===== src/rtl/alu_pkg.sv =====
// Shared constants for the ALU issue controller: ALU op codes, MIPS opcode/funct
// encodings, operand-select codes, op classes and FSM states. Optional MADD_EN adds ACCUM.
package alu_pkg;

  localparam logic [4:0] ALU_ADD = 5'd0;
  localparam logic [4:0] ALU_SUB = 5'd1;
  localparam logic [4:0] ALU_MUL = 5'd2;
  localparam logic [4:0] ALU_GEZ = 5'd3;
  localparam logic [4:0] ALU_LEZ = 5'd5;
  localparam logic [4:0] ALU_AND = 5'd8;
  localparam logic [4:0] ALU_OR  = 5'd9;
  localparam logic [4:0] ALU_NOR = 5'd10;
  localparam logic [4:0] ALU_XOR = 5'd11;
  localparam logic [4:0] ALU_SLL = 5'd12;
  localparam logic [4:0] ALU_SRL = 5'd13;
  localparam logic [4:0] ALU_SLT = 5'd14;

  localparam logic [5:0] OP_RTYPE    = 6'h00;
  localparam logic [5:0] OP_REGIMM   = 6'h01;
  localparam logic [5:0] OP_BEQ      = 6'h04;
  localparam logic [5:0] OP_BNE      = 6'h05;
  localparam logic [5:0] OP_BLEZ     = 6'h06;
  localparam logic [5:0] OP_ADDI     = 6'h08;
  localparam logic [5:0] OP_ADDIU    = 6'h09;
  localparam logic [5:0] OP_SLTI     = 6'h0A;
  localparam logic [5:0] OP_ANDI     = 6'h0C;
  localparam logic [5:0] OP_ORI      = 6'h0D;
  localparam logic [5:0] OP_XORI     = 6'h0E;
  localparam logic [5:0] OP_SPECIAL2 = 6'h1C;

  localparam logic [5:0] FN_SLL  = 6'h00;
  localparam logic [5:0] FN_SRL  = 6'h02;
  localparam logic [5:0] FN_MFHI = 6'h10;
  localparam logic [5:0] FN_MTHI = 6'h11;
  localparam logic [5:0] FN_MFLO = 6'h12;
  localparam logic [5:0] FN_MTLO = 6'h13;
  localparam logic [5:0] FN_MULT = 6'h18;
  localparam logic [5:0] FN_ADD  = 6'h20;
  localparam logic [5:0] FN_ADDU = 6'h21;
  localparam logic [5:0] FN_SUB  = 6'h22;
  localparam logic [5:0] FN_AND  = 6'h24;
  localparam logic [5:0] FN_OR   = 6'h25;
  localparam logic [5:0] FN_XOR  = 6'h26;
  localparam logic [5:0] FN_NOR  = 6'h27;
  localparam logic [5:0] FN_SLT  = 6'h2A;
  localparam logic [5:0] FN_MADD = 6'h00;
  localparam logic [5:0] FN_MUL  = 6'h02;
  localparam logic [5:0] FN_MSUB = 6'h04;

  localparam logic [1:0] BSEL_RT    = 2'd0;
  localparam logic [1:0] BSEL_SHAMT = 2'd1;
  localparam logic [1:0] BSEL_SEXT  = 2'd2;
  localparam logic [1:0] BSEL_ZEXT  = 2'd3;

  // Classes with bit 3 clear issue to the ALU; bit 3 set completes without the ALU.
  localparam logic [3:0] CLS_ALU   = 4'd0;
  localparam logic [3:0] CLS_MULT  = 4'd1;
  localparam logic [3:0] CLS_BR_Z  = 4'd2;
  localparam logic [3:0] CLS_BR_NZ = 4'd3;
  localparam logic [3:0] CLS_BR_R0 = 4'd4;
  localparam logic [3:0] CLS_MADD  = 4'd5;
  localparam logic [3:0] CLS_MSUB  = 4'd6;
  localparam logic [3:0] CLS_MFHI  = 4'd8;
  localparam logic [3:0] CLS_MFLO  = 4'd9;
  localparam logic [3:0] CLS_MTHI  = 4'd10;
  localparam logic [3:0] CLS_MTLO  = 4'd11;
  localparam logic [3:0] CLS_ILL   = 4'd15;

  localparam logic [1:0] ST_IDLE  = 2'd0;
  localparam logic [1:0] ST_WAIT  = 2'd1;
`ifdef MADD_EN
  localparam logic [1:0] ST_ACCUM = 2'd2;
`endif
  localparam logic [1:0] ST_DONE  = 2'd3;

endpackage


===== src/rtl/alu_issue_decode.sv =====
// Combinational decode of Opcode/Funct/RtField into ALU op, operand selects and op class.
// madd/msub decode only when MADD_EN is defined; otherwise they fall through to illegal.
module alu_issue_decode
  import alu_pkg::*;
(
  input  logic [5:0] opcode,
  input  logic [5:0] funct,
  input  logic [4:0] rt_field,
  output logic [4:0] alu_ctrl,
  output logic       a_sel_rt,
  output logic [1:0] b_sel,
  output logic [3:0] op_class
);

  always_comb begin
    alu_ctrl = ALU_ADD;
    a_sel_rt = 1'b0;
    b_sel    = BSEL_RT;
    op_class = CLS_ILL;
    case (opcode)
      OP_RTYPE: begin
        case (funct)
          FN_ADD, FN_ADDU: begin alu_ctrl = ALU_ADD; op_class = CLS_ALU; end
          FN_SUB:  begin alu_ctrl = ALU_SUB; op_class = CLS_ALU; end
          FN_AND:  begin alu_ctrl = ALU_AND; op_class = CLS_ALU; end
          FN_OR:   begin alu_ctrl = ALU_OR;  op_class = CLS_ALU; end
          FN_XOR:  begin alu_ctrl = ALU_XOR; op_class = CLS_ALU; end
          FN_NOR:  begin alu_ctrl = ALU_NOR; op_class = CLS_ALU; end
          FN_SLT:  begin alu_ctrl = ALU_SLT; op_class = CLS_ALU; end
          FN_SLL:  begin alu_ctrl = ALU_SLL; a_sel_rt = 1'b1; b_sel = BSEL_SHAMT; op_class = CLS_ALU; end
          FN_SRL:  begin alu_ctrl = ALU_SRL; a_sel_rt = 1'b1; b_sel = BSEL_SHAMT; op_class = CLS_ALU; end
          FN_MULT: begin alu_ctrl = ALU_MUL; op_class = CLS_MULT; end
          FN_MFHI: op_class = CLS_MFHI;
          FN_MFLO: op_class = CLS_MFLO;
          FN_MTHI: op_class = CLS_MTHI;
          FN_MTLO: op_class = CLS_MTLO;
          default: op_class = CLS_ILL;
        endcase
      end
      OP_REGIMM: begin
        if (rt_field == 5'd1) begin
          alu_ctrl = ALU_GEZ;
          op_class = CLS_BR_R0;
        end
      end
      OP_BEQ:   begin alu_ctrl = ALU_SUB; op_class = CLS_BR_Z;  end
      OP_BNE:   begin alu_ctrl = ALU_SUB; op_class = CLS_BR_NZ; end
      OP_BLEZ:  begin alu_ctrl = ALU_LEZ; op_class = CLS_BR_R0; end
      OP_ADDI, OP_ADDIU: begin alu_ctrl = ALU_ADD; b_sel = BSEL_SEXT; op_class = CLS_ALU; end
      OP_SLTI:  begin alu_ctrl = ALU_SLT; b_sel = BSEL_SEXT; op_class = CLS_ALU; end
      OP_ANDI:  begin alu_ctrl = ALU_AND; b_sel = BSEL_ZEXT; op_class = CLS_ALU; end
      OP_ORI:   begin alu_ctrl = ALU_OR;  b_sel = BSEL_ZEXT; op_class = CLS_ALU; end
      OP_XORI:  begin alu_ctrl = ALU_XOR; b_sel = BSEL_ZEXT; op_class = CLS_ALU; end
      OP_SPECIAL2: begin
        case (funct)
          FN_MUL:  begin alu_ctrl = ALU_MUL; op_class = CLS_ALU; end
`ifdef MADD_EN
          FN_MADD: begin alu_ctrl = ALU_MUL; op_class = CLS_MADD; end
          FN_MSUB: begin alu_ctrl = ALU_MUL; op_class = CLS_MSUB; end
`endif
          default: op_class = CLS_ILL;
        endcase
      end
      default: op_class = CLS_ILL;
    endcase
  end

endmodule


===== src/rtl/alu_issue_ctrl.sv =====
// ALU32Bit initiator: accepts decoded ops (valid/ready), drives the ALU, captures results,
// owns HI/LO and returns results on an output valid/ready port. MADD_EN adds madd/msub.
module alu_issue_ctrl
  import alu_pkg::*;
#(
  parameter int SETTLE_CYCLES = 1,
  parameter int CNT_W         = 4
) (
  input  logic        Clk,
  input  logic        Reset,
  input  logic        InValid,
  output logic        InReady,
  input  logic [5:0]  Opcode,
  input  logic [5:0]  Funct,
  input  logic [4:0]  RtField,
  input  logic [4:0]  Shamt,
  input  logic [15:0] Imm,
  input  logic [31:0] RsData,
  input  logic [31:0] RtData,
  output logic [4:0]  ALUControl,
  output logic [31:0] A,
  output logic [31:0] B,
  input  logic [31:0] ALUResult,
  input  logic [31:0] ALUResultHi,
  input  logic        Zero,
  output logic        OutValid,
  input  logic        OutReady,
  output logic [31:0] Result,
  output logic        BranchTaken,
  output logic        Illegal,
  output logic [31:0] Hi,
  output logic [31:0] Lo,
  output logic [1:0]  dbg_state
);

  // Handshake: a transfer happens on a rising edge where valid and ready are both high;
  // valid and its payload stay stable until that edge, ready may change freely.
  logic [1:0]       state;
  logic [CNT_W-1:0] cnt;
  logic [3:0]       cls_q;
  logic [4:0]       dec_alu;
  logic             dec_a_rt;
  logic [1:0]       dec_bsel;
  logic [3:0]       dec_class;
  logic [31:0]      a_next;
  logic [31:0]      b_next;
  logic             br_next;
`ifdef MADD_EN
  logic [63:0]      prod;
`endif

  alu_issue_decode u_decode (
    .opcode   (Opcode),
    .funct    (Funct),
    .rt_field (RtField),
    .alu_ctrl (dec_alu),
    .a_sel_rt (dec_a_rt),
    .b_sel    (dec_bsel),
    .op_class (dec_class)
  );

  assign InReady   = (state == ST_IDLE) && !Reset;
  assign OutValid  = (state == ST_DONE);
  assign dbg_state = state;
  assign a_next    = dec_a_rt ? RtData : RsData;

  always_comb begin
    b_next = RtData;
    case (dec_bsel)
      BSEL_SHAMT: b_next = {27'b0, Shamt};
      BSEL_SEXT:  b_next = {{16{Imm[15]}}, Imm};
      BSEL_ZEXT:  b_next = {16'b0, Imm};
      default:    b_next = RtData;
    endcase
  end

  always_comb begin
    br_next = 1'b0;
    case (cls_q)
      CLS_BR_Z:  br_next = Zero;
      CLS_BR_NZ: br_next = ~Zero;
      CLS_BR_R0: br_next = ALUResult[0];
      default:   br_next = 1'b0;
    endcase
  end

  always_ff @(posedge Clk or posedge Reset) begin
    if (Reset) begin
      state       <= ST_IDLE;
      cnt         <= '0;
      cls_q       <= '0;
      ALUControl  <= '0;
      A           <= '0;
      B           <= '0;
      Result      <= '0;
      BranchTaken <= 1'b0;
      Illegal     <= 1'b0;
      Hi          <= '0;
      Lo          <= '0;
`ifdef MADD_EN
      prod        <= '0;
`endif
    end else begin
      case (state)
        ST_IDLE: begin
          if (InValid) begin
            cls_q <= dec_class;
            if (!dec_class[3]) begin
              ALUControl <= dec_alu;
              A          <= a_next;
              B          <= b_next;
              cnt        <= CNT_W'(1);
              state      <= ST_WAIT;
            end else begin
              BranchTaken <= 1'b0;
              Illegal     <= (dec_class == CLS_ILL);
              Result      <= (dec_class == CLS_MFHI) ? Hi :
                             (dec_class == CLS_MFLO) ? Lo : 32'd0;
              if (dec_class == CLS_MTHI) Hi <= RsData;
              if (dec_class == CLS_MTLO) Lo <= RsData;
              state <= ST_DONE;
            end
          end
        end
        ST_WAIT: begin
          if (cnt == CNT_W'(SETTLE_CYCLES)) begin
            Illegal     <= 1'b0;
            BranchTaken <= br_next;
            Result      <= (cls_q == CLS_ALU) ? ALUResult : 32'd0;
            if (cls_q == CLS_MULT) {Hi, Lo} <= {ALUResultHi, ALUResult};
`ifdef MADD_EN
            if (cls_q == CLS_MADD || cls_q == CLS_MSUB) begin
              prod  <= {ALUResultHi, ALUResult};
              state <= ST_ACCUM;
            end else begin
              state <= ST_DONE;
            end
`else
            state <= ST_DONE;
`endif
          end else begin
            cnt <= cnt + CNT_W'(1);
          end
        end
`ifdef MADD_EN
        ST_ACCUM: begin
          {Hi, Lo} <= (cls_q == CLS_MSUB) ? ({Hi, Lo} - prod) : ({Hi, Lo} + prod);
          state    <= ST_DONE;
        end
`endif
        ST_DONE: begin
          if (OutReady) state <= ST_IDLE;
        end
        default: state <= ST_IDLE;
      endcase
    end
  end

endmodule


===== config.mk =====
export PLATFORM = sky130hd
export DESIGN_NAME = alu_issue_ctrl
export DESIGN_NICKNAME = d
export VERILOG_FILES = /design/src/rtl/alu_pkg.sv /design/src/rtl/alu_issue_decode.sv /design/src/rtl/alu_issue_ctrl.sv
export SDC_FILE = /design/constraint.sdc
export NUM_CORES = 1
export LEC_CHECK = 0
export ABC_AREA = 1
export CAP_MARGIN = 0
export CORE_ASPECT_RATIO = 1.2
export CORE_MARGIN = 3
export CORE_UTILIZATION = 30
export CTS_BUF_LIST = sky130_fd_sc_hd__clkbuf_8
export CTS_CLUSTER_DIAMETER = 150
export DETAILED_ROUTE_END_ITERATION = 10
export RECOVER_POWER = 25
export SETUP_SLACK_MARGIN = 0.4
export SLEW_MARGIN = 20
export SYNTH_ARGS = -nofsm -noshare
export SYNTH_HDL_FRONTEND = slang
export SYNTH_SLANG_ARGS = --single-unit

===== constraint.sdc =====
create_clock -name Clk -period 7 [get_ports Clk]
set_input_delay 1.05 -clock Clk [delete_from_list [all_inputs] [get_ports Clk]]
set_output_delay 1.05 -clock Clk [all_outputs]
set_load 0.005 [all_outputs]

==> results.py <==
metrics = {
    "logic_synthesis": {
        "synth_nets": 1631,
        "synth-seq-cells": 176,
        "syn_area_mm2": 0.0100,
        "yosysTopAreaCell": "dfrtp_1",
        "synthCells": 1458,
        "syn_avg_cell_area_um2": 6.87,
        "synth.top_cell.area_share_pct": 44.0,
        "synth.distinct_cells": 34,
        "synth-warning-count": 0,
        "yosys-top-cells-area": "dfrtp_1, nand2_1, inv_1",
        "synth-seq-area-share_pct": 44.0,
    },
    "sta": {
        "setup_viol": 0,
        "finClkSkew_ps": 19.9,
        "fin_ws_ps": 1670,
        "fin_setup_tns_ps": 0,
        "slew_headroom_pct": -114,
        "max_freq_mhz": 188,
        "drv_slew": 177,
        "fin_crit_sh_pct": 76.1,
        "finalHoldViolations": 0,
        "grt_setup_unrepaired": "no",
        "worst_slew_pin_slew_ps": 3210,
        "fin_crit_ps": 5330,
    },
    "floorplan": {
        "die-area_mm2": 0.0356,
        "die_h_um": 206,
        "rows": 72,
        "io_pins": 342,
        "core_area_mm2": 0.0326,
        "initial_core_util_pct": 30.7,
        "die_x_um": 173,
    },
    "placed_design": {
        "gp_congestion": 0.846,
        "io_buffers": 340,
        "dp_worst_setup_slack_ps": 2030,
        "placedInstanceArea_mm2": 0.0138,
        "dp_hpwl_mm": 28.7,
    },
    "finish": {
        "layout_common_cells": "nand2_1, clkdlybuf4s50_1, inv_1",
        "final_common_cell": "nand2_1",
        "syn2layout_area_growth_pct": 41.4,
        "drive_gt1_share_pct": 4.15,
        "final_cell_area_mm2": 0.0142,
        "multiInputGateArea_mm2": 0.00438,
        "fillers": 3401,
        "fin_util_pct": 43.4,
        "regArea_mm2": 0.00440,
        "layout.nets": 1919,
    },
    "cts": {
        "clock_latency_ps": 470,
        "ctsHoldBuffers": 0,
        "cts_resized": 0,
        "numCtsBuffers": 17,
        "htree_levels": 4,
        "cts_buffer_depth": 2,
        "clockRootBuffer": "clkbuf_8",
        "cts.clk_slew.worst_paths_ps": 100,
        "clock_sinks": 176,
        "postCtsSetupRepairBufs": 0,
        "cts_tree": "yes",
    },
    "global_routing": {
        "antenna_found_initial": 4,
        "overflow": 0,
        "grt_pass1_vias": 10185,
        "grt_usage_pct": 21.6,
        "grt_max_degree": 139,
        "grt_first_pass_wirelength_mm": 59.9,
    },
    "min_path": {
        "hold_path_depth": 2,
        "min_path_type": "reg -> reg",
        "holdPathEnd": "BranchTaken",
        "min_from": "BranchTaken",
    },
    "power": {
        "power_density_mw_per_mm2": 404,
        "vdd_drop_max_uv": 177,
        "power_mw": 5.73,
        "leakagePower_nw": 6.94,
    },
    "worst_setup_path": {
        "reg2reg_from": "dbg_state[1]",
        "critPathRequiredTime_ps": 7360,
        "start_kind": "register",
        "reg2reg_to": "Lo[14]",
        "r2r_slack_ps": 1670,
        "crit_type": "reg -> reg",
        "worstPathArrival_ps": 5690,
        "crit_fanout": 38,
        "critPathCaptureType": "register",
        "r2r_cells": 14,
    },
    "drt": {
        "drtAntennaViolNets": 0,
        "routed_via_density": 4.72,
        "drtIter0Drc": 766,
        "vias": 10427,
        "drt-total-wl_mm": 39.7,
        "routedWlPerCell_um": 18.0,
        "drtPass1Iterations": 6,
        "drc": 0,
    },
    "job": {
        "cap_violations": 2,
    },
    "outcome": {
        "violations": "max-capacitance violations, max-slew violations",
        "outcome": "finished with violations",
    },
}
[critical path, cell delays in order, from the launching register on]
cell and delay [ps]:
dfrtp_1 470, nor2_4 120, clkbuf_1 1590, nand2_1 440
o21ai_0 250, nor2_1 90, nand2_2 70, buf_4 430
a21oi_4 210, buf_4 420, nand2_1 470, buf_4 400
nand2_1 100, nand2_1 80, inv_1 40
[registers in the layout, summed over array words and instances (netlist names), 2 cells and up]
signal,count
dbg_state,2
Hi,32
A,32
cls_q,4
Lo,32
ALUControl,4
B,32
cnt,4
Result,32
[cells in the mapped netlist]
master       n
nand3_1     91
o2111ai_1    2
nor2_4       3
buf_1        4
buf_2       40
nand2_2      2
a21oi_4      1
conb_1       1
buf_4        3
clkinv_1     3
o211a_1      1
nand3_4      1
a41oi_1      5
dfrtp_1    176
nand2_1    424
inv_1      228
nor2_1     168
a31oi_1     59
o22ai_1      1
nor2_2       5
o221ai_1     1
o21ai_1     33
o21ai_0     44
nand3_2      3
o31ai_1      2
inv_2        4
a21oi_1     36
nand4_1     35
ha_1         2
xor2_1       3
clkbuf_1    38
o211ai_1     1
mux2_2       3
nor3_1      35
[how the worst max path moves through the flow]
| stage | end | slack (ps) | cells after the start | startpoint |
|---|---|---|---|---|
| floorplan | ALUControl[0] | 1180 | 1 | Reset |
| global placement | Hi[17] | 1890 | 14 | Funct[1] |
| detailed placement | Lo[14] | 2030 | 15 | Opcode[0] |
| CTS | Lo[14] | 2510 | 15 | Opcode[0] |
| global route | Lo[10] | 1350 | 14 | dbg_state[1] |
| finish | Lo[14] | 1670 | 14 | dbg_state[1] |
[routing by layer]
| layer | vias to the layer above | wire (um) | GRT usage (%) |
|---|---|---|---|
| met1 | 4851 | 17100 | 28.3 |
| met3 | 44 | 2490 | 4.08 |
| met4 | 0 | 1050 | 7.68 |
| li1 | 5155 | - | - |
| met2 | 377 | 19000 | 36.0 |
| met5 | - | 0 | 0 |
[power breakdown]
part / internal, mW / total [mW] / switching (mW)
Combinational: 1.45 / 3.09 / 1.64
Sequential: 1.53 / 1.90 / 0.372
Clock: 0.305 / 0.731 / 0.427
[final cells by class]
type                    instances  area share [%]
well taps                     444            3.92
clock inverters                14            1.04
clock buffers                  18            1.75
repair buffers                354            24.8
diodes                          4          0.0707
flip-flops and latches        176            31.1
multi-input cells             962            31.0
inverters                     235            6.28
[cells by family after synthesis]
| family | count (synthesis) | synth area share (%) |
|---|---|---|
| AND/OR/NAND/NOR | 767 | 31.9 |
| buffers and inverters | 320 | 12.6 |
| AO/OA/AOI/OAI | 186 | 10.6 |
| flip-flops | 176 | 44.0 |
| XOR/XNOR | 3 | 0.262 |
| multiplexers | 3 | 0.337 |
| adder cells (fa/ha/maj) | 2 | 0.250 |
| other | 1 | 0.0375 |
[stage by stage]
stage / instances / hold WS [ps]
floorplan: 1458 / 475
global route: 2207 / 554
finish: 2207 / 503
global placement: 2171 / 472
CTS: 2203 / 503
detailed placement: 2171 / 479
Note: power is estimated with default switching activity, not from simulation.
